`src/rtl/pipe_pkg.sv`:
```
// Shared constants for the pipeline stall/flush sequencer and its mult/div tracker.
package pipe_pkg;

    localparam int MD_LATENCY_DEFAULT = 32;

    localparam logic [0:0] MD_IDLE = 1'b0;
    localparam logic [0:0] MD_BUSY = 1'b1;

    localparam int CTL_PC_WR      = 0;
    localparam int CTL_IFID_WR    = 1;
    localparam int CTL_IFID_FLUSH = 2;
    localparam int CTL_IDEX_FLUSH = 3;
    localparam int CTL_W          = 4;

    typedef logic [CTL_W-1:0] ctl_t;

endpackage

```
`src/rtl/md_occupancy.sv`:
```
// Tracks how long the multi-cycle mult/div unit stays occupied after an issue,
// pulses md_done on the last busy cycle and latches any illegal restart.
module md_occupancy
    import pipe_pkg::*;
#(
    parameter int MD_LATENCY = MD_LATENCY_DEFAULT
) (
    input  logic clk,
    input  logic rst,
    input  logic ex_md_start,
    output logic md_busy,
    output logic md_done,
    output logic md_err
);

    localparam int CW = $clog2(MD_LATENCY + 1);
    localparam logic [CW-1:0] LOAD_VAL = CW'(MD_LATENCY - 1);

    logic [0:0]    state_q, state_d;
    logic [CW-1:0] cnt_q, cnt_d;
    logic          done_q, done_d;
    logic          err_q, err_d;

    // Next-state: load on issue from IDLE, count down while BUSY; done is precomputed so it is registered.
    always_comb begin
        state_d = state_q;
        cnt_d   = cnt_q;
        done_d  = 1'b0;
        err_d   = err_q;
        case (state_q)
            MD_IDLE: begin
                if (ex_md_start) begin
                    state_d = MD_BUSY;
                    cnt_d   = LOAD_VAL;
                    done_d  = (LOAD_VAL == '0);
                end
            end
            default: begin
                if (ex_md_start) begin
                    err_d = 1'b1;
                end
                if (cnt_q == '0) begin
                    state_d = MD_IDLE;
                end else begin
                    cnt_d  = cnt_q - CW'(1);
                    done_d = (cnt_q == CW'(1));
                end
            end
        endcase
    end

    // State registers with synchronous clear; a reset mid-busy drops straight to IDLE without a done pulse.
    always_ff @(posedge clk) begin
        if (rst) begin
            state_q <= MD_IDLE;
            cnt_q   <= '0;
            done_q  <= 1'b0;
            err_q   <= 1'b0;
        end else begin
            state_q <= state_d;
            cnt_q   <= cnt_d;
            done_q  <= done_d;
            err_q   <= err_d;
        end
    end

    assign md_busy = (state_q == MD_BUSY);
    assign md_done = done_q;
    assign md_err  = err_q;

endmodule

```
`src/rtl/pipe_stall_ctrl.sv`:
```
// Central stall/flush sequencer: merges ID hazard requests and redirects into
// PC / IF/ID / ID/EX controls, and keeps stall and flush performance counters.
module pipe_stall_ctrl
    import pipe_pkg::*;
#(
    parameter int MD_LATENCY = MD_LATENCY_DEFAULT,
    parameter bit DELAY_SLOT = 1'b1,
    parameter int CNT_W      = 32
) (
    input  logic             clk,
    input  logic             rst,
    input  logic             branchbubble,
    input  logic             loaduse_bubble,
    input  logic             id_md,
    input  logic             id_mfhilo,
    input  logic             id_redirect,
    input  logic             ex_md_start,
    output logic             pc_wr,
    output logic             ifid_wr,
    output logic             ifid_flush,
    output logic             idex_flush,
    output logic             md_busy,
    output logic             md_done,
    output logic             md_err,
    output logic [CNT_W-1:0] stall_cycles,
    output logic [CNT_W-1:0] flush_count
);

    logic             stall;
    ctl_t             ctl;
    logic [CNT_W-1:0] stall_cycles_q, stall_cycles_d;
    logic [CNT_W-1:0] flush_count_q, flush_count_d;

    md_occupancy #(
        .MD_LATENCY (MD_LATENCY)
    ) u_md_occupancy (
        .clk         (clk),
        .rst         (rst),
        .ex_md_start (ex_md_start),
        .md_busy     (md_busy),
        .md_done     (md_done),
        .md_err      (md_err)
    );

    assign stall = branchbubble | loaduse_bubble | (md_busy & (id_md | id_mfhilo));

    // Control merge: reset freezes the front end, a stall holds PC and IF/ID while bubbling ID/EX,
    // and a redirect is only honoured once the held ID instruction is free to proceed.
    always_comb begin
        ctl = '0;
        if (rst) begin
            ctl[CTL_IFID_FLUSH] = 1'b1;
            ctl[CTL_IDEX_FLUSH] = 1'b1;
        end else if (stall) begin
            ctl[CTL_IDEX_FLUSH] = 1'b1;
        end else begin
            ctl[CTL_PC_WR]      = 1'b1;
            ctl[CTL_IFID_WR]    = 1'b1;
            ctl[CTL_IFID_FLUSH] = id_redirect & ~DELAY_SLOT;
        end
    end

    assign pc_wr      = ctl[CTL_PC_WR];
    assign ifid_wr    = ctl[CTL_IFID_WR];
    assign ifid_flush = ctl[CTL_IFID_FLUSH];
    assign idex_flush = ctl[CTL_IDEX_FLUSH];

    // Counter increments; both wrap naturally at the counter width.
    always_comb begin
        stall_cycles_d = stall_cycles_q;
        flush_count_d  = flush_count_q;
        if (stall) begin
            stall_cycles_d = stall_cycles_q + CNT_W'(1);
        end
        if (ctl[CTL_IFID_FLUSH]) begin
            flush_count_d = flush_count_q + CNT_W'(1);
        end
    end

    // Counter registers; reset cycles are never counted because the clear wins.
    always_ff @(posedge clk) begin
        if (rst) begin
            stall_cycles_q <= '0;
            flush_count_q  <= '0;
        end else begin
            stall_cycles_q <= stall_cycles_d;
            flush_count_q  <= flush_count_d;
        end
    end

    assign stall_cycles = stall_cycles_q;
    assign flush_count  = flush_count_q;

endmodule

```
`config.mk`:
```
export PLATFORM = sky130hd
export DESIGN_NAME = pipe_stall_ctrl
export DESIGN_NICKNAME = d
export VERILOG_FILES = /design/src/rtl/pipe_pkg.sv /design/src/rtl/md_occupancy.sv /design/src/rtl/pipe_stall_ctrl.sv
export SDC_FILE = /design/constraint.sdc
export NUM_CORES = 1
export LEC_CHECK = 0
export BUFFER_PORTS_ARGS = -buffer_cell sky130_fd_sc_hd__clkbuf_2
export CAP_MARGIN = 10
export CORE_AREA = 3 3 81 83
export DETAILED_ROUTE_END_ITERATION = 12
export DIE_AREA = 0 0 84 86
export PLACE_DENSITY = 0.89
export SYNTH_ARGS = -nofsm -noshare
export SYNTH_HDL_FRONTEND = slang
export SYNTH_HIERARCHICAL = 1
export SYNTH_SLANG_ARGS = --single-unit
```
`constraint.sdc`:
```
create_clock -name clk -period 2.35 [get_ports clk]
set_input_delay 0.235 -clock clk [delete_from_list [all_inputs] [get_ports clk]]
set_output_delay 0.235 -clock clk [all_outputs]
set_load 0.03 [all_outputs]
```
==> metrics.csv <==
metric,value,unit
synth-seq-cells,73,
synth_cell_types,58,
track_usage,20.0,%
final_util,64.2,%
clk_pin_slew,0.08,ns
worst_hold_startpoint,ex_md_start,
finalPower,2.67,mW
yosys_warnings,6,
cp.required,2.58,ns
status,"complete, no violations",
rr_startpoint,stall_cycles[4],
slew_violations,0,
rr_worst_depth,4,
grt_overflow,0,
yosysMostFrequentCell,dfxtp_1,
row_count,28,
clock_skew,0.00907,ns
die_area,7220,um^2
post-cts-setup-buffers,0,
tightest_slew,0.863,ns
hold_end,u_md_occupancy/md_err,
drtIter0Drc,145,
viasPerCell,5.65,
fin_nets,417,
hp-class,in -> reg,
fp.dieW,84,um
wire_per_inst,14.5,um
fmax,0.453,GHz
syn_inst,328,
avgSynthCellArea,9.54,um^2
ctsHoldBuffers,0,
crit_path_max_fanout,28,
drive_gt1_share,30.6,%
clock_sink_count,73,
nFillCells,473,
rsz0062_at_grt,no,
synth_edf_count,0,
final_antenna_net_count,0,
initial_utilization,52.8,%
grt_pass1_vias,2544,
period_share,94.0,%
post_dp_cell_area,3560,um^2
h-tree-depth,3,
cts_tree,yes,
grt_max_degree,31,
grt_pass1_wl,11.8,mm
fin_tns_setup,0,ns
die_y,86,um
crit_type,reg -> reg,
dr.pass1.iters,4,
syn_area,3130,um^2
startpoint_type,flop,
ff2ff_setup_slack,0.14,ns
ys_top_cells_by_count,"dfxtp_1, nor2b_1, nor2_1",
syn_to_final_growth,21.5,%
synth-seq-area-share,46.7,%
synth_top_cell_by_area,dfxtp_1,
cts_buffers,9,
synth_compound_area_share,14.5,%
power_density,703,nW/um^2
synthSimpleGateAreaFrac,27.7,%
drc,0,
max_slew_margin,41.8,%
setup.worst_path.end_class,flop,
synth_flop_cell,dfxtp_1,
vias,2735,
synthAdderAreaFrac,1.60,%
antenna_found_initial,0,
synth_top_family_by_area,simple AND/OR/NAND/NOR gates,
yosysTopAreaCellShare,46.7,%
whs_path_depth,3,
root_buffer,clkbuf_8,
clk_latency,0.33,ns
clk_path_buf_depth,2,
min_period,2.21,ns
diodes,0,
finalInstanceArea,3800,um^2
ir_worst_vdd,0.434,mV
drt-total-wl,7.00,mm
gp_congestion,0.856,
muxShareOfSynthArea,2.16,%
cap_viol_max_count,0,
arrival,2.44,ns
syn_nets,340,
ioPinCount,79,
synthTopCellsByArea,"dfxtp_1, nor2b_1, a21oi_1, nor2_1, o31ai_1",
r2r_end,stall_cycles[29],
synthArstFlopShare,0,%
core,5920,um^2
finalSetupViolations,0,
power_leakage,1.49,nW
hold_viol_final,0,
io_buffers,77,
synth-xor-area-share,2.24,%
dp_hpwl,4.95,mm
registers in the layout, summed over array words and instances (netlist names):
| register | cells |
|---|---|
| u_md_occupancy/md_err | 1 |
| stall_cycles | 32 |
| u_md_occupancy/cnt_q | 6 |
| u_md_occupancy/md_busy | 1 |
| flush_count | 32 |
| u_md_occupancy/md_done | 1 |
cell families (layout without fill, tap and decap cells):
family          count (synthesis)  count (layout)
compound gates                 65              65
xor+xnor                        8               8
fa+ha+maj                       4               4
buf+inv                        32             113
flops                          73              73
mux                             6               6
simple gates                  140             140
timing repair:
item | in CTS | in global routing
setup endpoints to repair | 0 | 1
endpoints found under the hold margin | 0 | 0
resized for setup | 0 | 1
critical path: stages, from the launching register on:
cell and delay, ns:
dfxtp_1 0.47, nand4_4 0.18, or4_4 0.70, nor4_1 0.38
mux2_2 0.37
layout by cell type (no fill, tap or decap), types with 4 or more instances in the layout:
| cell type | count |
|---|---|
| a211oi_1 | 5 |
| a21oi_1 | 19 |
| and4_1 | 4 |
| buf_4 | 8 |
| clkbuf_2 | 77 |
| clkbuf_8 | 10 |
| dfxtp_1 | 73 |
| ha_1 | 4 |
| inv_1 | 13 |
| mux2_2 | 6 |
| nand2_1 | 14 |
| nand3_1 | 10 |
| nand4_1 | 8 |
| nor2_1 | 25 |
| nor2b_1 | 34 |
| nor4_1 | 7 |
| o21ai_0 | 5 |
| o31ai_1 | 10 |
| or4_1 | 9 |
| xnor2_1 | 7 |
layout make-up:
class | instances | area [um^2] | share of cell area (%)
multi-input combinational | 223 | 1510 | 39.7
sequential | 73 | 1460 | 38.5
clock inverter | 5 | 104 | 2.73
tap | 75 | 93.8 | 2.47
clock buffer | 10 | 138 | 3.62
timing repair buffer | 85 | 445 | 11.7
inverter | 13 | 48.8 | 1.28
per-stage QoR:
| step | worst slack, ns | hold slack, ns | instances |
|---|---|---|---|
| 6_report | 0.140 | 0.222 | 484 |
| 2_1_floorplan | 0.0739 | 0.380 | 328 |
| 3_3_place_gp | 0.247 | 0.448 | 469 |
| 4_1_cts | 0.160 | 0.207 | 484 |
| 3_5_place_dp | 0.169 | 0.456 | 469 |
| 5_1_grt | 0.0712 | 0.214 | 484 |
metal layers:
layer  up-vias  global-route usage [%]  routed length [um]
met1      1268                    24.1                3030
li1       1355                       -                   -
met4         0                    10.8                 180
met3        21                    4.80                 407
met5         -                       0                   0
met2        91                    33.1                3380
where the power goes:
part / internal, mW / switching [mW] / leakage, nW
Clock: 0.729 / 0.451 / 0.122
Sequential: 1.26 / 0.0325 / 0.590
Combinational: 0.0741 / 0.129 / 0.780
Total: 2.06 / 0.612 / 1.49
worst max path at each step:
stage | slack [ns] | endpoint | from | cells past startpoint
2_1_floorplan | 0.07 | stall_cycles[26] | stall_cycles[4] | 6
3_3_place_gp | 0.25 | stall_cycles[27] | stall_cycles[4] | 4
3_5_place_dp | 0.17 | stall_cycles[29] | stall_cycles[4] | 4
4_1_cts | 0.16 | stall_cycles[29] | stall_cycles[4] | 4
5_1_grt | 0.07 | stall_cycles[22] | stall_cycles[1] | 6
6_report | 0.14 | stall_cycles[29] | stall_cycles[4] | 4
(Power assumes the default switching activity.)
